$ cat config.mk
export PLATFORM = sky130hd
export DESIGN_NAME = poly_piano
export DESIGN_NICKNAME = d
export VERILOG_FILES = /design/src/rtl/piano_pkg.sv /design/src/rtl/voice_osc.sv /design/src/rtl/poly_piano.sv
export SDC_FILE = /design/constraint.sdc
export NUM_CORES = 1
export LEC_CHECK = 0
export BUFFER_PORTS_ARGS = -buffer_cell sky130_fd_sc_hd__buf_2
export CAP_MARGIN = 20
export CELL_PAD_IN_SITES_DETAIL_PLACEMENT = 1
export CELL_PAD_IN_SITES_GLOBAL_PLACEMENT = 1
export CORE_UTILIZATION = 35
export CTS_CLUSTER_DIAMETER = 40
export CTS_CLUSTER_SIZE = 30
export DETAILED_ROUTE_END_ITERATION = 10
export PLACE_DENSITY = 0.73
export SLEW_MARGIN = 20
export SYNTH_ARGS = -nofsm -noshare
export SYNTH_HDL_FRONTEND = slang
export SYNTH_SLANG_ARGS = --single-unit
$ cat constraint.sdc
create_clock -name clk -period 7.2 [get_ports clk]
set_clock_uncertainty 0.2 [all_clocks]
set_input_delay 0.72 -clock clk [delete_from_list [all_inputs] [get_ports clk]]
set_output_delay 0.72 -clock clk [all_outputs]
set_load 0.01 [all_outputs]
$ cat src/rtl/piano_pkg.sv
// rtl/piano_pkg.sv - shared note table, voice state type and popcount helper for poly_piano
package piano_pkg;

    // Half-period counts at octave 0 for a 10 MHz clock, C through B.
    localparam logic [15:0] NOTE_DIV [0:11] = '{
        16'd38223, 16'd36077, 16'd34052, 16'd32141, 16'd30337, 16'd28635,
        16'd27027, 16'd25511, 16'd24079, 16'd22727, 16'd21452, 16'd20248
    };

    typedef enum logic {
        IDLE   = 1'b0,
        ACTIVE = 1'b1
    } voice_state_e;

    function automatic logic [3:0] popcount(input logic [7:0] bits);
        logic [3:0] n;
        n = '0;
        for (int i = 0; i < 8; i++) begin
            n = n + {3'b000, bits[i]};
        end
        return n;
    endfunction

endpackage

$ cat src/rtl/voice_osc.sv
// rtl/voice_osc.sv - per-voice square-wave oscillator with half-period counter and tone register
module voice_osc #(
    parameter int WIDTH_COUNTER = 16
) (
    input  logic                     clk,
    input  logic                     rst_n,
    input  logic                     start_i,
    input  logic                     active_i,
    input  logic [WIDTH_COUNTER-1:0] half_i,
    output logic                     tone_o
);

    logic [WIDTH_COUNTER-1:0] cnt_q, cnt_d;
    logic                     tone_q, tone_d;

    always_comb begin
        cnt_d  = cnt_q;
        tone_d = tone_q;
        if (start_i || !active_i) begin
            cnt_d  = '0;
            tone_d = 1'b0;
        end else if (cnt_q == half_i - WIDTH_COUNTER'(1)) begin
            cnt_d  = '0;
            tone_d = ~tone_q;
        end else if (cnt_q >= half_i) begin
            // half shrank under us: restart the period without a toggle
            cnt_d = '0;
        end else begin
            cnt_d = cnt_q + WIDTH_COUNTER'(1);
        end
    end

    always_ff @(posedge clk or negedge rst_n) begin
        if (!rst_n) begin
            cnt_q  <= '0;
            tone_q <= 1'b0;
        end else begin
            cnt_q  <= cnt_d;
            tone_q <= tone_d;
        end
    end

    assign tone_o = tone_q;

endmodule

$ cat src/rtl/poly_piano.sv
// rtl/poly_piano.sv - polyphonic key-to-voice allocator with tone mixer and first-order PDM output
module poly_piano
    import piano_pkg::*;
#(
    parameter int NUM_KEYS      = 12,
    parameter int NUM_VOICES    = 4,
    parameter int WIDTH_COUNTER = 16
) (
    input  logic                                clk,
    input  logic                                rst_n,
    input  logic                                ena,
    input  logic [NUM_KEYS-1:0]                 keys_i,
    input  logic [2:0]                          octave_i,
    output logic [NUM_VOICES-1:0]               voice_active_o,
    output logic [$clog2(NUM_VOICES+1)-1:0]     mix_o,
    output logic                                pdm_o,
    output logic                                starved_o
);

    localparam int KW = $clog2(NUM_KEYS);
    localparam int MW = $clog2(NUM_VOICES + 1);
    localparam int AW = MW + 1;

    logic [NUM_KEYS-1:0]   sync1_q, keys_s_q;
    voice_state_e          state_q [NUM_VOICES];
    voice_state_e          state_d [NUM_VOICES];
    logic [KW-1:0]         key_q   [NUM_VOICES];
    logic [KW-1:0]         key_d   [NUM_VOICES];
    logic [NUM_VOICES-1:0] start, active_next, tone_w;
    logic [NUM_KEYS-1:0]   owned, pending;
    logic [KW-1:0]         alloc_key;
    logic                  have_key, any_idle, granted, starved_q, starved_d;
    logic [MW-1:0]         mix_q, mix_d;
    logic [AW-1:0]         acc_q, acc_d;
    logic                  pdm_raw;

    function automatic logic [WIDTH_COUNTER-1:0] calc_half(input logic [KW-1:0] key,
                                                          input logic [2:0]    oct_base);
        int unsigned              oct;
        logic [15:0]              div;
        logic [WIDTH_COUNTER-1:0] half;
        oct = int'(oct_base) + int'(key) / 12;
        if (oct > 7) oct = 7;
        div  = NOTE_DIV[int'(key) % 12] >> oct;
        half = WIDTH_COUNTER'(div);
        if (half == '0) half = WIDTH_COUNTER'(1);
        return half;
    endfunction

    // Voices freed this cycle are still ACTIVE in state_q, so they only become allocatable next cycle.
    always_comb begin
        owned    = '0;
        any_idle = 1'b0;
        for (int v = 0; v < NUM_VOICES; v++) begin
            if (state_q[v] == ACTIVE) owned[key_q[v]] = 1'b1;
            else                      any_idle = 1'b1;
        end
        pending   = keys_s_q & ~owned;
        have_key  = 1'b0;
        alloc_key = '0;
        for (int k = 0; k < NUM_KEYS; k++) begin
            if (pending[k] && !have_key) begin
                have_key  = 1'b1;
                alloc_key = KW'(k);
            end
        end
        granted = 1'b0;
        start   = '0;
        for (int v = 0; v < NUM_VOICES; v++) begin
            state_d[v] = state_q[v];
            key_d[v]   = key_q[v];
            if (state_q[v] == ACTIVE && !keys_s_q[key_q[v]]) begin
                state_d[v] = IDLE;
            end else if (state_q[v] == IDLE && have_key && !granted) begin
                state_d[v] = ACTIVE;
                key_d[v]   = alloc_key;
                start[v]   = 1'b1;
                granted    = 1'b1;
            end
        end
        starved_d = (|pending) && !any_idle;
        mix_d     = MW'(popcount(8'(tone_w)));
        pdm_raw   = (acc_q >= AW'(NUM_VOICES));
        acc_d     = acc_q + AW'(mix_q) - (pdm_raw ? AW'(NUM_VOICES) : AW'(0));
    end

    for (genvar v = 0; v < NUM_VOICES; v++) begin : g_voice
        assign voice_active_o[v] = (state_q[v] == ACTIVE);
        assign active_next[v]    = (state_d[v] == ACTIVE);

        voice_osc #(
            .WIDTH_COUNTER(WIDTH_COUNTER)
        ) u_osc (
            .clk      (clk),
            .rst_n    (rst_n),
            .start_i  (start[v]),
            .active_i (active_next[v]),
            .half_i   (calc_half(key_q[v], octave_i)),
            .tone_o   (tone_w[v])
        );
    end

    always_ff @(posedge clk or negedge rst_n) begin
        if (!rst_n) begin
            sync1_q   <= '0;
            keys_s_q  <= '0;
            starved_q <= 1'b0;
            mix_q     <= '0;
            acc_q     <= '0;
            for (int v = 0; v < NUM_VOICES; v++) begin
                state_q[v] <= IDLE;
                key_q[v]   <= '0;
            end
        end else begin
            sync1_q   <= keys_i;
            keys_s_q  <= sync1_q;
            starved_q <= starved_d;
            mix_q     <= mix_d;
            acc_q     <= acc_d;
            for (int v = 0; v < NUM_VOICES; v++) begin
                state_q[v] <= state_d[v];
                key_q[v]   <= key_d[v];
            end
        end
    end

    assign mix_o     = mix_q;
    assign starved_o = starved_q;
    assign pdm_o     = pdm_raw & ena;

endmodule

; After elaboration in Yosys (flattened, before gate mapping)
; Memories as Yosys holds them, arrays and structs flattened.
; Index checks and enable logic that the tools add are counted.
[classes]
addsub = 17
div = 8
order_cmp = 21
n_eq_ne = 4
n_shift = 4
n_mux = 104
bitwise_logic = 22
n_reduce_logical = 67
[ops]
columns = cell, count
row1 = $mux W16, 24
row2 = $add A4 B32 Y32, 4
row3 = $div A5 B5 Y32 const B, 4
row4 = $ge A32 B5 Y1 const B, 4
row5 = $gt A32 B3 Y1 const B, 4
row6 = $mod A5 B5 Y32 const B, 4
row7 = $mux W32, 4
row8 = $not A32 Y32, 4
row9 = $shr A16 B32 Y16, 4
row10 = $add A16 B1 Y16 const B, 4
row11 = $eq A16 B16 Y1, 4
row12 = $ge A16 B16 Y1, 4
row13 = $logic_not A16 Y1, 4
row14 = $sub A16 B1 Y16 const B, 4
row15 = $mux W1, 53
row16 = $mux W12, 4
row17 = $or A12 B12 Y12, 3
row18 = $logic_and A1 B1 Y1, 27
row19 = $mux W4, 6
row20 = $logic_not A1 Y1, 23
row21 = $lt A4 B5 Y1 const B, 4
row22 = $bmux W1 S4, 4
row23 = $demux W1 S4, 4
row24 = $ge A4 B1 Y1 const B, 4
row25 = other kinds (16), 39
[totals]
register_bits = 120
mem_bits_ro = 1024
output_inout_bits = 9
mem_count = 4
[mem_list]
columns = name, words, width, read_ports, rd_ports_with_merged_regs, write_ports, line
row1 = (name not given), 16, 16, 1, 0, 0, poly_piano.sv:44  ; div = NOTE_DIV[int'(key) % 12] >> oct;
row2 = (name not given), 16, 16, 1, 0, 0, poly_piano.sv:44
row3 = (name not given), 16, 16, 1, 0, 0, poly_piano.sv:44
row4 = (name not given), 16, 16, 1, 0, 0, poly_piano.sv:44

; Longest topological paths before layout
[logic_depth]
depth_word = 65
depth_mapped = 27

; By module
; From an unflattened synthesis, not the netlist that was laid out.
[unflattened]
hier_cells = 1724
hier_area_um2 = 14051.0
[by_module_without_submodules]
columns = module, n_inst, cells_per_inst, area_each_um2, seq_area_each_um2
row1 = voice_osc, 4, 219, 1876.8, 425.4
row2 = poly_piano, 1, 848, 6543.8, 1301.2

; Worst setup path before layout
; OpenSTA, ideal clock, no wires.
[synth_path]
path_kind = reg-to-reg
from = register key_q[15] (netlist name)
to = register g_voice[0].u_osc.cnt_q[9]
setup_time_ps = 71
arrival_ps = 5104
path_slack_ps = 1824
stages_incl_launch_ff = 26
synth_period_minus_slack_ps = 5376
path_cell_list = dfrtp_1 buf_2 clkbuf_1 clkbuf_1 and2_1 ha_1 ha_1 a31o_2 clkbuf_1 o31ai_1 nor2_1 or2_2 inv_1 ha_1 nand2b_1 a21o_1 a21o_1 a21o_1 a21o_1 a21o_1 a21o_1 a21oi_1 o21ai_0 nand3b_2 buf_4 nor2_1
[synth_via]
elab_chain_cells = 53
[synth_lines]
columns = element, line
row1 = start: declaration, poly_piano.sv:27  ; logic [KW-1:0] key_q [NUM_VOICES];
row2 = start signal: indexed assignment, poly_piano.sv:122  ; key_q[v] <= key_d[v];
row3 = "parallel branches: the longest is 52 deep, another holds $div A5 B5 Y32", n/a
row4 = $mux W16 *, voice_osc.sv:19  ; if (start_i || !active_i) begin
row5 = via g_voice[0].u_osc.cnt_d[9], voice_osc.sv:13  ; logic [WIDTH_COUNTER-1:0] cnt_q, cnt_d;
row6 = end signal: assignment, voice_osc.sv:38  ; cnt_q <= cnt_d;
row7 = end: declaration, voice_osc.sv:13
; Mark *: on every way through the listed nets, which the timed path passes. The select of a mux whose other input is x is not followed.
; A chain may end at the register's enable or synchronous reset.

; Worst setup path after layout
[layout_path]
from = register key_q[11] (netlist name)
to = register g_voice[1].u_osc.cnt_q[2]
[layout_via]
elab_chain_cells = 56
[layout_lines]
columns = element, line
row1 = "parallel branches: the longest is 55 deep, another holds $div A5 B5 Y32", n/a
row2 = $mux W16 *, voice_osc.sv:19
row3 = via g_voice[1].u_osc.cnt_d[2], voice_osc.sv:13
row4 = end signal: assignment, voice_osc.sv:38
row5 = end: declaration, voice_osc.sv:13
; Marked as above.

==> flow_summary_export.csv <==
group,metric,value,unit
status,status,"finished clean",
critical_path,path_buf_inv,1,
finish,postLayoutCellArea,0.01459,sq mm
yosys,synthCells,1612,
yosys,synth_nets,1746,
die,coreArea,0.03865,sq mm
drt,firstDrtPassIters,5,
yosys,ys_top_cells_by_count,"nor2_1 (150), dfrtp_1 (120), ha_1 (114)",
clock_tree,root_buffer,"clkbuf_16",
placement,place_hpwl,30.13,mm
drt,drcViolationCount,0,
yosys,synthTopCellsByArea,"dfrtp_1 (22%), ha_1 (10%), xnor2_1 (4.3%)",
clock_tree,cts.clk_slew.worst_paths,0.07,ns
sta,timing.fmax,166.5,MHz
placement,placed_cells_incl_taps,2074,
critical_path,slowest_stage,"dfrtp_1",
placement,place_area,0.01402,sq mm
die,io_pins,27,
drt,final_antenna_net_count,0,
sta,whs,0.06861,ns
clock_tree,holdBufCountCts,0,
finish,antenna_cells,0,
yosys,synth-async-reset-ratio,100.0,%
clock_tree,postCtsSetupRepairBufs,0,
placement,dp_slack,1.303,ns
sta,fin_crit,6.007,ns
critical_path,startpoint_type,"register",
finish,layout.cells.non_filler,2106,
pwr,finalPower,4.831,mW
yosys,ys_types,108,
yosys,yosys.area.top_type,"dfrtp_1",
global_routing,grt_pass1_vias,12450,
finish,syn_to_final_growth,6.435,%
yosys,synth_most_common_cell,"nor2_1",
pwr,vdd_ir_drop_max,0.2166,mV
global_routing,grt_max_degree,64,
drt,routed_wl,40.33,mm
global_routing,grt-ovfl-total,0,
drt,via_per_inst,5.854,
drt,dr.first_iter.drc_count,633,
clock_tree,h-tree-depth,4,
die,die_h,199.9,microns
die,rows,72,
die,die-area,0.03996,sq mm
finish,drive_above_1_share,12.53,%
placement,gp_congestion,0.9293,
critical_path,crit_top_cell,"a21o_1",
critical_path,slowest_delay,0.94,ns
critical_path,end_kind,"register",
global_routing,antenna_found_initial,0,
yosys,synth_edf_count,0,
global_routing,grt_pass1_wl,66.38,mm
worst_hold_path,hold_path.class,"primary input to asynchronous set/reset pin",
critical_path,path_class,"register to register",
finish,fillCellCount,4604,
sta,setup_viol_count_final,0,
die,die_x,199.9,microns
sta,tns,0,ns
sta,setup_slack,1.193,ns
finish,nets,1709,
sta,drv_slew,0,
yosys,ys_ff_latch,120,
yosys,dominantRegCellSynth,"dfrtp_1",
finish,final_util,37.75,%
sta,hold_viol,0,
yosys,synth_area,0.01371,sq mm
placement,io_buffer_count,26,
critical_path,crit_family,"compound AO/OA/AOI/OAI gates",
yosys,ys_warn_count,0,
clock_tree,clock-sinks,120,
sta,fin_crit_sh,83.43,%
clock_tree,cts_tree,"done",
die,initial_utilization,35.47,%
critical_path,critPathArrivalTime,6.18,ns
sta,relSlewSlack,27.15,%
pwr,p_per_area,331.1,mW/mm^2
sta,tightest_slew,1.084,ns
sta,rsz0062_at_grt,"false",
clock_tree,clk_path_buf_depth,2,
global_routing,grt_usage,20.76,%
yosys,synth_top_area_share,21.91,%
drt,num_vias,12330,
job,cap_violations,0,
clock_tree,post_cts_resized,0,
critical_path,cp.required,7.37,ns
clock_tree,clk_latency,0.45,ns
critical_path,crit_fanout,32,
clock_tree,cts_buffers,17,
yosys,avgSynthCellArea,8.504,sq um
critical_path,crit_chain,"inv_1 > nor2_1 > ha_1 > ha_1 > a21boi_0 > a21o_1 > o21ai_0 > mux2i_1 > a21oi_1 > ha_1 > a21o_1 > a21o_1 > a21o_1 > a21o_1 > a21oi_1 > nor2b_1 > o21ai_0 > a31oi_1 > a311o_2 > nor2_1",
yosys,synth-seq-area-share,21.91,%
drt,post_drt_wl_per_cell,19.15,microns
pwr,p_leak,6.188,nW
-- layout by cell type (no fill, tap or decap), types with 17 or more instances in the layout --
master | Yosys | final
clkbuf_16 | 0 | 17
nor3_1 | 26 | 26
a31oi_1 | 27 | 26
nor2_2 | 21 | 21
inv_1 | 58 | 58
o21ai_0 | 70 | 70
nor2_1 | 150 | 150
dfrtp_1 | 120 | 120
nand2b_1 | 27 | 27
a211oi_1 | 25 | 25
a21oi_1 | 67 | 67
mux2_2 | 23 | 23
o211ai_1 | 27 | 27
and3_1 | 26 | 26
mux4_2 | 20 | 20
buf_2 | 27 | 25
ha_1 | 114 | 114
xnor2_1 | 67 | 67
a21o_1 | 49 | 49
nand3_1 | 72 | 72
nor2b_1 | 25 | 25
nand2_1 | 95 | 95
xor2_1 | 60 | 60
nand4_1 | 19 | 19
mux2i_1 | 31 | 31
-- path summary, 6_finish.rpt --
check,start,endpoint,slack (ns),depth (start not counted)
max,key_q[11],g_voice[1].u_osc.cnt_q[2],1.19,20
min,rst_n,g_voice[2].u_osc.cnt_q[1],0.07,1
max reg2reg,key_q[11],g_voice[1].u_osc.cnt_q[2],1.19,20
min reg2reg,sync1_q[4],keys_s_q[4],0.14,0
max in group asynchronous,rst_n,g_voice[0].u_osc.cnt_q[1],5.50,2
min in group clk,sync1_q[4],keys_s_q[4],0.14,0
-- flip-flops by register name (all words and copies together), names as in the netlist --
name	cells
acc_q	4
starved_o	1
mix_o	3
sync1_q	12
g_voice.u_osc.cnt_q	64
keys_s_q	12
g_voice.u_osc.tone_o	4
key_q	16
voice_active_o	4
-- layout make-up --
type	instances	area (sq um)	share of cell area, %
clock buffer	17	425.4	2.916
sequential	120	3003	20.58
multi-input combinational	1338	9917	67.97
timing repair buffer	38	226.5	1.552
tap	518	648.1	4.442
clock inverter	15	145.1	0.9948
inverter	60	225.2	1.544
-- layer usage --
layer	part of all wire, %	GRT usage, %
met5	0	0
met4	1.4	5.739
met3	3.2	3.091
met2	48	34.80
met1	47	27.66
-- report_power, final --
part / total [mW] / internal, mW / switching, mW
logic: 3.02 / 1.22 / 1.80
registers: 0.966 / 0.745 / 0.221
clock network: 0.848 / 0.458 / 0.390
total: 4.83 / 2.42 / 2.41
-- cells by family (layout without fill, tap and decap cells) --
kind of cell | after synthesis | in the layout | synth area share, %
simple gates | 562 | 562 | 21.15
flops | 120 | 120 | 21.91
mux | 79 | 79 | 7.941
buf+inv | 154 | 130 | 5.796
compound gates | 451 | 451 | 23.95
fa+ha+maj | 116 | 116 | 10.70
xor+xnor | 130 | 130 | 8.561
Note: power is estimated with default switching activity, not from simulation.
